<file path="src/rtl/bus_arbiter_pkg.sv">
// Shared types and constants for the two-master system-bus arbiter.
package bus_arb_pkg;

    localparam int unsigned DATA_W      = 8;
    localparam int unsigned ADDR_W      = 16;
    localparam int unsigned SLV_IDX_MSB = 13;
    localparam int unsigned SLV_IDX_LSB = 12;

    localparam logic MODE_WRITE = 1'b1;
    localparam logic MODE_READ  = 1'b0;

    typedef enum logic [1:0] {
        IDLE,
        ISSUE,
        WAIT,
        DONE
    } state_t;

    // Slave index field of a byte address.
    function automatic logic [1:0] slave_idx(input logic [ADDR_W-1:0] addr);
        return addr[SLV_IDX_MSB:SLV_IDX_LSB];
    endfunction

endpackage

</file>
<file path="src/rtl/bus_arbiter_if.sv">
// Bundle of the master request/response ports and the shared slave bus.
// "master" is the arbiter's view (it masters the slave bus); "slave" is the
// view of the requesting masters plus the memory slaves.
interface bus_arbiter_if import bus_arb_pkg::*; #(
    parameter int unsigned NUM_SLAVES = 3
) ();

    logic                         m0_req;
    logic                         m0_mode;
    logic [ADDR_W-1:0]            m0_addr;
    logic [DATA_W-1:0]            m0_wdata;
    logic                         m0_grant;
    logic [DATA_W-1:0]            m0_rdata;
    logic                         m0_done;
    logic                         m0_err;

    logic                         m1_req;
    logic                         m1_mode;
    logic [ADDR_W-1:0]            m1_addr;
    logic [DATA_W-1:0]            m1_wdata;
    logic                         m1_grant;
    logic [DATA_W-1:0]            m1_rdata;
    logic                         m1_done;
    logic                         m1_err;

    logic                         s_mode;
    logic [ADDR_W-1:0]            s_addr;
    logic [DATA_W-1:0]            s_wdata;
    logic                         s_valid;
    logic [NUM_SLAVES-1:0]        s_select;
    logic [DATA_W*NUM_SLAVES-1:0] s_rdata;
    logic [NUM_SLAVES-1:0]        s_rvalid;

    modport master (
        input  m0_req, m0_mode, m0_addr, m0_wdata,
        output m0_grant, m0_rdata, m0_done, m0_err,
        input  m1_req, m1_mode, m1_addr, m1_wdata,
        output m1_grant, m1_rdata, m1_done, m1_err,
        output s_mode, s_addr, s_wdata, s_valid, s_select,
        input  s_rdata, s_rvalid
    );

    modport slave (
        output m0_req, m0_mode, m0_addr, m0_wdata,
        input  m0_grant, m0_rdata, m0_done, m0_err,
        output m1_req, m1_mode, m1_addr, m1_wdata,
        input  m1_grant, m1_rdata, m1_done, m1_err,
        input  s_mode, s_addr, s_wdata, s_valid, s_select,
        output s_rdata, s_rvalid
    );

endinterface

</file>
<file path="src/rtl/bus_arbiter_rr_arb2.sv">
// Two-requester round-robin picker. On contention the requester that was not
// served last wins; after reset m0 is favoured.
module rr_arb2 (
    input  logic       clk,
    input  logic       rst_n,
    input  logic [1:0] req_i,
    input  logic       update_i,
    input  logic       served_i,
    output logic [1:0] grant_o
);

    logic last_q;
    logic last_d;

    // Next pointer: the master just served, when the transaction completes.
    always_comb begin
        last_d = last_q;
        if (update_i) begin
            last_d = served_i;
        end
    end

    // Pointer register; reset value 1 makes m0 win the first contention.
    always_ff @(posedge clk) begin
        if (!rst_n) begin
            last_q <= 1'b1;
        end else begin
            last_q <= last_d;
        end
    end

    // One-hot grant from the current requests and the pointer.
    always_comb begin
        grant_o = '0;
        case (req_i)
            2'b01:   grant_o = 2'b01;
            2'b10:   grant_o = 2'b10;
            2'b11:   grant_o = last_q ? 2'b01 : 2'b10;
            default: grant_o = '0;
        endcase
    end

endmodule

</file>
<file path="src/rtl/bus_arbiter.sv">
// Round-robin arbiter sharing one system-bus slave port between two masters,
// with address decode to a one-hot slave select and a hung-slave timeout.
module bus_arbiter import bus_arb_pkg::*; #(
    parameter int unsigned NUM_SLAVES = 3,
    parameter int unsigned TIMEOUT    = 15
) (
    input  logic          clk,
    input  logic          rst_n,
    bus_arbiter_if.master bus
);

    state_t                       state_q;
    logic                         who_q;
    logic [1:0]                   gnt_q;
    logic [7:0]                   cnt_q;
    logic [NUM_SLAVES-1:0]        sel_q;
    logic                         valid_q;
    logic                         mode_q;
    logic [ADDR_W-1:0]            addr_q;
    logic [DATA_W-1:0]            wdata_q;
    logic [1:0]                   done_q;
    logic [1:0]                   err_q;
    logic [1:0][DATA_W-1:0]       rdata_q;

    logic [1:0]                   pick;
    logic                         cand_mode;
    logic [ADDR_W-1:0]            cand_addr;
    logic [DATA_W-1:0]            cand_wdata;
    logic [1:0]                   cand_idx;
    logic                         cand_mapped;
    logic [NUM_SLAVES-1:0]        cand_sel;
    logic                         hit;
    logic [DATA_W-1:0]            hit_data;

    rr_arb2 u_rr (
        .clk      (clk),
        .rst_n    (rst_n),
        .req_i    ({bus.m1_req, bus.m0_req}),
        .update_i (state_q == DONE),
        .served_i (who_q),
        .grant_o  (pick)
    );

    // Request fields of the arbitration winner and their address decode.
    always_comb begin
        cand_mode  = bus.m0_mode;
        cand_addr  = bus.m0_addr;
        cand_wdata = bus.m0_wdata;
        if (pick[1]) begin
            cand_mode  = bus.m1_mode;
            cand_addr  = bus.m1_addr;
            cand_wdata = bus.m1_wdata;
        end
    end

    assign cand_idx    = slave_idx(cand_addr);
    assign cand_mapped = 32'(cand_idx) < NUM_SLAVES;
    assign cand_sel    = {{(NUM_SLAVES-1){1'b0}}, 1'b1} << cand_idx;

    // Response from the selected slave only; others are masked off.
    always_comb begin
        hit      = |(bus.s_rvalid & sel_q);
        hit_data = '0;
        for (int unsigned i = 0; i < NUM_SLAVES; i++) begin
            if (sel_q[i]) begin
                hit_data = bus.s_rdata[i*DATA_W +: DATA_W];
            end
        end
    end

    // Transaction FSM; every bus and master output comes straight from a register.
    always_ff @(posedge clk) begin
        if (!rst_n) begin
            state_q <= IDLE;
            who_q   <= 1'b0;
            gnt_q   <= '0;
            cnt_q   <= '0;
            sel_q   <= '0;
            valid_q <= 1'b0;
            mode_q  <= MODE_READ;
            addr_q  <= '0;
            wdata_q <= '0;
            done_q  <= '0;
            err_q   <= '0;
            rdata_q <= '0;
        end else begin
            valid_q <= 1'b0;
            done_q  <= '0;
            err_q   <= '0;
            rdata_q <= '0;
            case (state_q)
                IDLE: begin
                    if (|pick) begin
                        who_q   <= pick[1];
                        gnt_q   <= pick;
                        mode_q  <= cand_mode;
                        addr_q  <= cand_addr;
                        wdata_q <= cand_wdata;
                        if (cand_mapped) begin
                            sel_q   <= cand_sel;
                            valid_q <= 1'b1;
                            state_q <= ISSUE;
                        end else begin
                            done_q  <= pick;
                            err_q   <= pick;
                            state_q <= DONE;
                        end
                    end
                end
                ISSUE: begin
                    cnt_q   <= '0;
                    state_q <= WAIT;
                end
                WAIT: begin
                    if (hit) begin
                        done_q[who_q]  <= 1'b1;
                        rdata_q[who_q] <= hit_data;
                        sel_q          <= '0;
                        state_q        <= DONE;
                    end else if (cnt_q == 8'(TIMEOUT - 1)) begin
                        done_q[who_q] <= 1'b1;
                        err_q[who_q]  <= 1'b1;
                        sel_q         <= '0;
                        state_q       <= DONE;
                    end else begin
                        cnt_q <= cnt_q + 8'd1;
                    end
                end
                DONE: begin
                    gnt_q   <= '0;
                    state_q <= IDLE;
                end
                default: state_q <= IDLE;
            endcase
        end
    end

    assign bus.m0_grant = gnt_q[0];
    assign bus.m0_done  = done_q[0];
    assign bus.m0_err   = err_q[0];
    assign bus.m0_rdata = rdata_q[0];
    assign bus.m1_grant = gnt_q[1];
    assign bus.m1_done  = done_q[1];
    assign bus.m1_err   = err_q[1];
    assign bus.m1_rdata = rdata_q[1];
    assign bus.s_mode   = mode_q;
    assign bus.s_addr   = addr_q;
    assign bus.s_wdata  = wdata_q;
    assign bus.s_valid  = valid_q;
    assign bus.s_select = sel_q;

endmodule
</file>
<file path="src/flat_wrapper.sv">
// flat-port wrapper written by rule: the top's interface ports become plain ports
module bus_arbiter_flat import bus_arb_pkg::*;
#(
    parameter int unsigned NUM_SLAVES = 3,
    parameter int unsigned TIMEOUT    = 15
)
  (clk, rst_n, bus_m0_req, bus_m0_mode, bus_m0_addr, bus_m0_wdata, bus_m0_grant, bus_m0_rdata, bus_m0_done, bus_m0_err, bus_m1_req, bus_m1_mode, bus_m1_addr, bus_m1_wdata, bus_m1_grant, bus_m1_rdata, bus_m1_done, bus_m1_err, bus_s_mode, bus_s_addr, bus_s_wdata, bus_s_valid, bus_s_select, bus_s_rdata, bus_s_rvalid);
  bus_arbiter_if #(.NUM_SLAVES(NUM_SLAVES)) bus_i ();
  input  logic clk;
  input  logic rst_n;
  input wire logic [$bits(bus_i.m0_req)-1:0] bus_m0_req;
  input wire logic [$bits(bus_i.m0_mode)-1:0] bus_m0_mode;
  input wire logic [$bits(bus_i.m0_addr)-1:0] bus_m0_addr;
  input wire logic [$bits(bus_i.m0_wdata)-1:0] bus_m0_wdata;
  output wire logic [$bits(bus_i.m0_grant)-1:0] bus_m0_grant;
  output wire logic [$bits(bus_i.m0_rdata)-1:0] bus_m0_rdata;
  output wire logic [$bits(bus_i.m0_done)-1:0] bus_m0_done;
  output wire logic [$bits(bus_i.m0_err)-1:0] bus_m0_err;
  input wire logic [$bits(bus_i.m1_req)-1:0] bus_m1_req;
  input wire logic [$bits(bus_i.m1_mode)-1:0] bus_m1_mode;
  input wire logic [$bits(bus_i.m1_addr)-1:0] bus_m1_addr;
  input wire logic [$bits(bus_i.m1_wdata)-1:0] bus_m1_wdata;
  output wire logic [$bits(bus_i.m1_grant)-1:0] bus_m1_grant;
  output wire logic [$bits(bus_i.m1_rdata)-1:0] bus_m1_rdata;
  output wire logic [$bits(bus_i.m1_done)-1:0] bus_m1_done;
  output wire logic [$bits(bus_i.m1_err)-1:0] bus_m1_err;
  output wire logic [$bits(bus_i.s_mode)-1:0] bus_s_mode;
  output wire logic [$bits(bus_i.s_addr)-1:0] bus_s_addr;
  output wire logic [$bits(bus_i.s_wdata)-1:0] bus_s_wdata;
  output wire logic [$bits(bus_i.s_valid)-1:0] bus_s_valid;
  output wire logic [$bits(bus_i.s_select)-1:0] bus_s_select;
  input wire logic [$bits(bus_i.s_rdata)-1:0] bus_s_rdata;
  input wire logic [$bits(bus_i.s_rvalid)-1:0] bus_s_rvalid;
  assign bus_i.m0_req = bus_m0_req;
  assign bus_i.m0_mode = bus_m0_mode;
  assign bus_i.m0_addr = bus_m0_addr;
  assign bus_i.m0_wdata = bus_m0_wdata;
  assign bus_m0_grant = bus_i.m0_grant;
  assign bus_m0_rdata = bus_i.m0_rdata;
  assign bus_m0_done = bus_i.m0_done;
  assign bus_m0_err = bus_i.m0_err;
  assign bus_i.m1_req = bus_m1_req;
  assign bus_i.m1_mode = bus_m1_mode;
  assign bus_i.m1_addr = bus_m1_addr;
  assign bus_i.m1_wdata = bus_m1_wdata;
  assign bus_m1_grant = bus_i.m1_grant;
  assign bus_m1_rdata = bus_i.m1_rdata;
  assign bus_m1_done = bus_i.m1_done;
  assign bus_m1_err = bus_i.m1_err;
  assign bus_s_mode = bus_i.s_mode;
  assign bus_s_addr = bus_i.s_addr;
  assign bus_s_wdata = bus_i.s_wdata;
  assign bus_s_valid = bus_i.s_valid;
  assign bus_s_select = bus_i.s_select;
  assign bus_i.s_rdata = bus_s_rdata;
  assign bus_i.s_rvalid = bus_s_rvalid;
  bus_arbiter #(.NUM_SLAVES(NUM_SLAVES), .TIMEOUT(TIMEOUT)) u_core (.clk(clk), .rst_n(rst_n), .bus(bus_i));
endmodule
</file>
<file path="config.mk">
export PLATFORM = sky130hd
export DESIGN_NAME = bus_arbiter_flat
export DESIGN_NICKNAME = d
export VERILOG_FILES = /design/src/rtl/bus_arbiter_pkg.sv /design/src/rtl/bus_arbiter_if.sv /design/src/rtl/bus_arbiter_rr_arb2.sv /design/src/rtl/bus_arbiter.sv /design/src/flat_wrapper.sv
export SDC_FILE = /design/constraint.sdc
export NUM_CORES = 1
export LEC_CHECK = 0
export CAP_MARGIN = 0
export CORE_MARGIN = 1.5
export CORE_UTILIZATION = 45
export DETAILED_ROUTE_END_ITERATION = 7
export DONT_BUFFER_PORTS = 1
export PLACE_DENSITY = 0.7
export SLEW_MARGIN = 25
export SYNTH_ARGS = -nofsm -noshare
export SYNTH_HDL_FRONTEND = slang
export SYNTH_SLANG_ARGS = --single-unit
</file>
<file path="constraint.sdc">
create_clock -name clk -period 4.5 [get_ports clk]
set_input_delay 0.675 -clock clk [delete_from_list [all_inputs] [get_ports clk]]
set_output_delay 0.675 -clock clk [all_outputs]
set_load 0.02 [all_outputs]
</file>
# Yosys cells after proc, flatten, opt, wreduce, memory -nomap -nowiden
# Cells that the tools add are included.
# Widths: inputs -> output; s select.
# op_classes
n_eq_ne,12
n_lt_le_gt_ge,3
n_addsub,1
bitwise_logic,2
n_shift,1
n_reduce_logical,14
mux,35
# op_table
op,count
$mux 8,7
$mux 2,11
$and 16x16->16,1
$mux 16,1
$pmux 8 s2,1
$mux 3,4
$pmux 2 s2,3
$reduce_and 3->1,3
$add 8x1->8 const B,1
$demux 8 s1,1
$eq 2x2->1 const B,4
$eq 8x4->1 const B,1
$pmux 2 s4,1
$pmux 2 s3,1
$pmux 3 s2,1
$reduce_and 2->1,3
$reduce_bool 2->1,3
$eq 2x1->1 const B,2
$ne 2x1->1 const B,2
$ne 2x2->1 const B,2
$reduce_and 4->1,1
$and 3x3->3,1
$mux 1,3
$ne 3x1->1 const B,1
other kinds (9),9
# word_totals
inputBits,81
elab_cells,82
output_inout_bits,51
regBits,63

# Logic depth before layout (Yosys ltp)
# Gate-level depths: netlist of run 1.
# logic_depth
word_depth,7
mapped_depth,8

# Hierarchy
# Synthesis of run 1 repeated with hierarchy kept, for this count alone.
# unflattened
hier_cells,307
hier_area_um2,2782.7
# modules_own_cells
module,area_each_um2,instances,cells_each
bus_arbiter,2727.6,1,301
rr_arb2,55.1,1,6

# Least setup slack after synthesis of run 1
# OpenSTA, ideal clock, no wires.
# synth_timing
kind,input-to-reg
from,input port bus_s_rvalid[0]
to,register u_core.cnt_q[7]
slack_ns,2.476
required_time_ns,4.372
setup_ns,0.128
path_stages,5
arrival_time_ns,1.895
cell_sequence,a222oi_1 -> o21ai_2 -> a211oi_1 -> xnor2_1 -> nor2_1
# synth_between
elab_chain_len,4
# synth_rtl
element,line_no,source
"start, declared",flat_wrapper.sv:33,input wire logic [$bits(bus_i.s_rvalid)-1:0] bus_s_rvalid;
$and 3x3->3,bus_arbiter.sv:62,hit = |(bus.s_rvalid & sel_q);
$reduce_or 3->1,bus_arbiter.sv:62,
$ne 2x2->1 (no line),n/a,
$reduce_and 3->1 (no line),n/a,
"end signal, assigned",bus_arbiter.sv:126,cnt_q <= cnt_q + 8'd1;
"end, declared",bus_arbiter.sv:15,logic [7:0] cnt_q;
# Every way passes these cells.
# A chain may end at the register's enable or synchronous reset.

# Worst setup path after layout of run 1
# layout_timing
from,"register u_core.sel_q[2], in the netlist u_core.bus.s_select[2]"
to,"register u_core.sel_q[2], in the netlist u_core.bus.s_select[2]"
# layout_between
elab_chain_len,4
elab_cells_between_ends,6
classes_between,1 x eq/ne; 2 x mux; 1 x bitwise; 2 x reduce/logical
# layout_rtl
element,line_no,source
"start, declared",bus_arbiter.sv:16,logic [NUM_SLAVES-1:0] sel_q;
"start signal, assigned",bus_arbiter.sv:100,sel_q <= cand_sel;
$and 3x3->3 *,bus_arbiter.sv:62,
$reduce_or 3->1 *,bus_arbiter.sv:62,
$ne 3x1->1 (no line) or $mux 3 (tied branches),n/a,
$reduce_and 4->1 (no line) or $pmux 3 s2 (tied branches),n/a,
# Every way passes the cells marked *; elsewhere a longest branch is shown, timed or not.

==> flow_summary_export.csv, run 1 <==
group,metric,value,unit
outcome,outcome,"finished clean",
worst_hold_path,min_from,"rst_n",
route,drc_errors,0,
clocking,numCtsBuffers,9,
timing,finalHoldViolCount,0,
clocking,postCtsSetupBuffers,0,
logic_synthesis,muxShareOfSynthArea,1.86,%
logic_synthesis,ys.flop_type,"dfxtp_1",
timing,fin_crit_sh,48.8,%
placement,port_buffers,0,
finish,fillers,588,
finish,multi_input_area,0.00139,mm2
clocking,clk_pin_slew,70,ps
power,power,1830,uW
route,avgRoutedWirePerCell,15.5,um
finish,layout-drive-gt1-share,6.34,%
finish,fin_cells,406,
logic_synthesis,async_flop_share,0,%
logic_synthesis,yosys.area.top_type,"dfxtp_1",
global_routing,grt_max_degree,54,
logic_synthesis,avgSynthCellArea,8.18,um2
timing,slew_violations,0,
logic_synthesis,ys.warnings.count,0,
placement,dp_hpwl,4540,um
logic_synthesis,synthAdderAreaFrac,2.27,%
logic_synthesis,synth_top_family_by_area,"simple AND/OR/NAND/NOR gates",
clocking,worstSkewPairLatency,330,ps
worst_hold_path,hp-class,"in -> reg",
clocking,cts_hold_buf,0,
placement,pre_cts_ws,2230,ps
clocking,cts_buffer_depth,2,
timing,max_freq,0.455,GHz
die,chipWidth,81.3,um
power,leakage,0.00110,uW
die,ios,132,
worst_setup_path,max_stage_delay,750,ps
clocking,tritoncts,"done",
finish,area_growth,8.13,%
worst_setup_path,r2r_start,"u_core.bus.s_select[2]",
die,core-area,0.00592,mm2
logic_synthesis,synth-simple-area-share,23.5,%
finish,final_core_util,50.3,%
clocking,cts_sinks,63,
worst_setup_path,crit_buf_inv,0,
route,post_drt_via_cell_ratio,5.69,
logic_synthesis,yosys.cell_types.count,40,
logic_synthesis,syn-cell-area,0.00276,mm2
timing,finClkSkew,7.32,ps
timing,finalSetupViolations,0,
global_routing,first_global_vias,2062,
timing,finalWorstSetupSlack,2300,ps
route,drtIter0Drc,84,
worst_setup_path,path_cells,"a222oi_1, o21a_1, a21oi_2, a21boi_4, mux2i_1",
timing,tns,0,ps
clocking,clock_tree.root_cell,"clkbuf_8",
logic_synthesis,synthXorXnorAreaFrac,1.91,%
finish,final_nets,412,
worst_setup_path,end_kind,"register",
clocking,cts.htree.levels,3,
route,drtPass1Iterations,4,
logic_synthesis,synth_compound_area_share,20.5,%
worst_setup_path,worstSetupStartpoint,"u_core.bus.s_select[2]",
logic_synthesis,synth_edf_count,0,
placement,gp_congestion,0.801,
die,die_h,81.3,um
finish,antenna_cells,0,
global_routing,grt_use_total,19.3,%
worst_setup_path,arrival,2400,ps
power,irDropWorstVdd,0.344,mV
die,start_util,46.6,%
logic_synthesis,syn-num-nets,423,
global_routing,globalRouteOverflowTotal,0,
die,rows,28,
timing,tightest_slew,987,ps
worst_setup_path,path_class,"reg -> reg",
die,dieArea,0.00660,mm2
worst_setup_path,startpoint_type,"register",
route,vias,2309,
logic_synthesis,synth_seq_cells,63,
finish,seq_area,0.00126,mm2
global_routing,antenna_found_initial,0,
placement,dp_cells,390,
power,p_per_area,613,mW/mm2
timing,period_minus_slack,2200,ps
worst_setup_path,crit_family,"compound AO/OA/AOI/OAI gates",
worst_setup_path,cp_data_required_time,4700,ps
global_routing,grt_pass1_wl,9640,um
logic_synthesis,synth_cells,337,
route,ant_nets,0,
logic_synthesis,yosysSeqAreaShare,45.8,%
logic_synthesis,yosys.area.top_type_share,45.8,%
worst_setup_path,cp_slowest_cell,"a222oi_1",
timing,slew_headroom,34.1,%
timing,rsz0062_at_grt,"false",
clocking,ctsResizeCount,0,
worst_setup_path,cp_max_fo,19,
logic_synthesis,yosys-top-cells-area,"dfxtp_1, nor2_1, nand2_1",
run,maxCapViolCount,0,
route,drt-total-wl,6290,um
==> state kept, by name (all words and copies together) (netlist names) <==
name                 count
u_core.cnt_q             8
u_core.state_q           2
u_core.u_rr.last_q       1
u_core.who_q             1
u_core.bus.s_mode        1
u_core.bus.s_valid       1
u_core.bus.s_select      3
u_core.bus.m0_rdata      8
u_core.gnt_q             2
u_core.err_q             2
u_core.bus.s_wdata       8
u_core.bus.m1_rdata      8
u_core.bus.s_addr       16
u_core.done_q            2
==> cell usage after synthesis (all sizes together), types with 4 or more instances <==
cell type / n
nor2: 68
inv: 6
clkbuf: 22
dfxtp: 63
nor3b: 5
nand2b: 4
nand3: 5
a21oi: 16
a311oi: 25
o21ai: 7
ha: 5
mux2i: 4
o21a: 4
nand2: 61
a22oi: 8
==> path summary, 6_finish.rpt <==
| kind | slack [ps] | endpoint | cells past startpoint |
|---|---|---|---|
| setup / recovery | 2300 | u_core.bus.s_select[2] | 5 |
| hold / removal | 420 | u_core.u_rr.last_q | 1 |
| setup reg to reg | 2300 | u_core.bus.s_select[2] | 5 |
| hold reg to reg | 520 | u_core.state_q[0] | 2 |
==> layout by cell type (no fill, tap or decap), drive strengths merged, types with 4 or more instances in the layout <==
master and n:
a21oi 16, a22oi 8, a311oi 25, clkbuf 12
dfxtp 63, ha 5, inv 6, mux2i 4
nand2 61, nand2b 4, nand3 5, nor2 68
nor3b 5, o21a 4, o21ai 7
==> power by group <==
group | leakage [uW] | total (uW) | switching (uW) | internal (uW)
registers | 0.000515 | 892 | 221 | 671
clock network | 0.000104 | 515 | 204 | 311
logic | 0.000482 | 421 | 263 | 158
==> layer usage <==
layer | global-route usage, % | vias to the layer above | share of wire (%) | wire, um
met4 | 9.83 | 0 | 1.6 | 98
met5 | 0 | - | 0 | 0
met2 | 29.1 | 117 | 44 | 2740
li1 | - | 1157 | - | -
met1 | 24.2 | 1026 | 45 | 2810
met3 | 6.85 | 9 | 10 | 635
==> area by class of cell <==
cell class	instances	area share [%]
clock inverters	4	2.35
clock buffers	12	4.53
well taps	75	3.15
flip-flops and latches	63	42.3
multi-input cells	245	46.6
repair buffers	1	0.252
inverters	6	0.756
==> metrics by stage <==
step | hold slack, ps | cell area, um2
2_1_floorplan | 470 | 2760
3_3_place_gp | 502 | 2770
3_5_place_dp | 509 | 2780
4_1_cts | 397 | 2980
5_1_grt | 400 | 2980
6_report | 418 | 2980
==> worst reg2reg max path: cells and delay by family, from the launching register on <==
kind / cells / cell delay (ps)
DFF: 1 / 560
muxes: 1 / 120
AOI/OAI and AO/OA: 4 / 1410
==> cells by family after synthesis <==
| group | Yosys count |
|---|---|
| flops | 63 |
| mux | 5 |
| buf+inv | 29 |
| simple gates | 154 |
| fa+ha+maj | 5 |
| compound gates | 75 |
| xor+xnor | 6 |
Power figures use the tool's default switching activity.
==> run 2: changes to the inputs <==
Settings changed: PLACE_DENSITY 0.7 to 0.72.
Clock period 4.5 ns to 1.9 ns, I/O delays scaled along.
==> run 2 against run 1 <==
  * Routed wire length down 0.97%
  * Final area up 1.4%
  * Clock power up 79%
  * Critical endpoint is now u_core.bus.s_select[0]
  * Critical path depth unchanged
  * Maximum frequency up 21%
  * Global-route usage down 0.38 points
  * Largest cell class unchanged
  * Largest power group unchanged
  * Core utilization up 0.72 points
  * Worst hold slack worse by 390 ps
  * Non-clock buffer count up 10
  * Sequential power up 130%
==> flow_summary_export.csv, run 2 (synthesized netlist as in run 1, its figures left out) <==
group,metric,value,unit
worst_setup_path,cp_data_required_time,2150,ps
clocking,cts_buffer_depth,2,
timing,tightest_slew,569,ps
global_routing,antenna_found_initial,0,
placement,port_buffers,0,
worst_hold_path,hp-class,"in -> reg",
worst_setup_path,end_kind,"register",
timing,slew_violations,0,
clocking,ctsResizeCount,0,
finish,final_nets,422,
clocking,postCtsSetupBuffers,0,
route,ant_nets,0,
finish,layout-drive-gt1-share,9.47,%
clocking,cts_hold_buf,0,
clocking,cts.htree.levels,3,
finish,multi_input_area,0.00140,mm2
clocking,clock_tree.root_cell,"clkbuf_8",
global_routing,globalRouteOverflowTotal,0,
route,drt-total-wl,6230,um
route,drtIter0Drc,97,
power,p_per_area,1370,mW/mm2
timing,finalHoldViolCount,0,
route,avgRoutedWirePerCell,15.1,um
route,drtPass1Iterations,4,
worst_setup_path,startpoint_type,"register",
power,power,4130,uW
timing,finalSetupViolations,0,
run,maxCapViolCount,0,
clocking,cts_sinks,63,
clocking,clk_pin_slew,60,ps
die,start_util,46.6,%
finish,final_core_util,51.1,%
finish,largest_reg_flops,16,
die,ios,132,
timing,period_minus_slack,1810,ps
power,leakage,0.00113,uW
worst_setup_path,arrival,2050,ps
die,dieArea,0.00660,mm2
route,drc_errors,0,
global_routing,grt_use_total,19.0,%
die,die_h,81.3,um
die,chipWidth,81.3,um
clocking,worstSkewPairLatency,320,ps
global_routing,first_global_vias,1955,
clocking,tritoncts,"done",
die,rows,28,
finish,fin_cells,413,
placement,gp_congestion,0.870,
worst_setup_path,path_class,"reg -> reg",
finish,fillers,562,
timing,max_freq,0.553,GHz
outcome,outcome,"finished clean",
timing,slew_headroom,62.0,%
timing,finClkSkew,7.92,ps
global_routing,grt_max_degree,53,
finish,layout_common_cells,"nor2_1, dfxtp_1, nand2_1",
placement,dp_hpwl,4520,um
finish,final_common_cell,"nor2_1",
worst_setup_path,cp_max_fo,5,
clocking,numCtsBuffers,9,
power,irDropWorstVdd,0.622,mV
route,post_drt_via_cell_ratio,5.67,
timing,tns,0,ps
route,vias,2342,
finish,seq_area,0.00126,mm2
placement,dp_cells,400,
die,core-area,0.00592,mm2
finish,area_growth,9.67,%
finish,antenna_cells,0,
global_routing,grt_pass1_wl,9290,um
timing,fin_crit_sh,95.3,%
[run 2: cell types whose count changed in the layout (fill, tap and decap cells not counted), sizes merged]
cell and delta:
buf +10, clkbuf -1, bufinv -2
[run 2: power by group]
| group | switching, uW | leakage (uW) | internal (uW) |
|---|---|---|---|
| registers | 465 | 0.000516 | 1590 |
| clock network | 440 | 0.0000809 | 482 |
| logic | 691 | 0.000535 | 464 |
[run 2: layout make-up]
type	count	share of cell area, %
well taps	75	3.10
clock buffers	11	4.68
inverters	6	0.745
repair buffers	11	3.15
clock inverters	2	0.331
multi-input cells	245	46.2
flip-flops and latches	63	41.8
[run 2: critical path, cell delays in order, from the launching register on]
cell and delay (ps):
dfxtp_1 320, or4_4 560, o21a_4 260, a21oi_4 150, a21boi_4 240, mux2i_1 200
[run 2: path summary, 6_finish.rpt]
path / from / to / slack [ps] / depth (start not counted)
worst max-delay path: u_core.cnt_q[7] / u_core.bus.s_select[0] / 90 / 5
worst min-delay path: rst_n / u_core.u_rr.last_q / 30 / 1
worst max register to register: u_core.cnt_q[7] / u_core.bus.s_select[0] / 90 / 5
worst min register to register: u_core.state_q[0] / u_core.state_q[0] / 510 / 2
[run 2: per-stage QoR]
step	setup slack [ps]	instance area [um2]	hold WS, ps
after global routing	-6.32	3020	8.59
after global placement	130	2860	363
after CTS	48.2	3010	13.7
final	90.2	3020	29.5
after floorplan	104	2760	442
after detailed placement	76.3	2860	362
[run 2: routing by layer]
metal / global-route usage, % / vias up / share of wire, %
met5: 0 / - / 0
met4: 10.9 / 0 / 1.8
met3: 7.08 / 8 / 11
met2: 27.7 / 129 / 43
met1: 23.8 / 1036 / 44
li1: - / 1169 / -
==> run 3: changes to the inputs <==
Settings changed: GPL_TIMING_DRIVEN set to 1.
==> results of run 3 <==
Same layout as run 2: the final DEF is identical, and so are final timing and power.
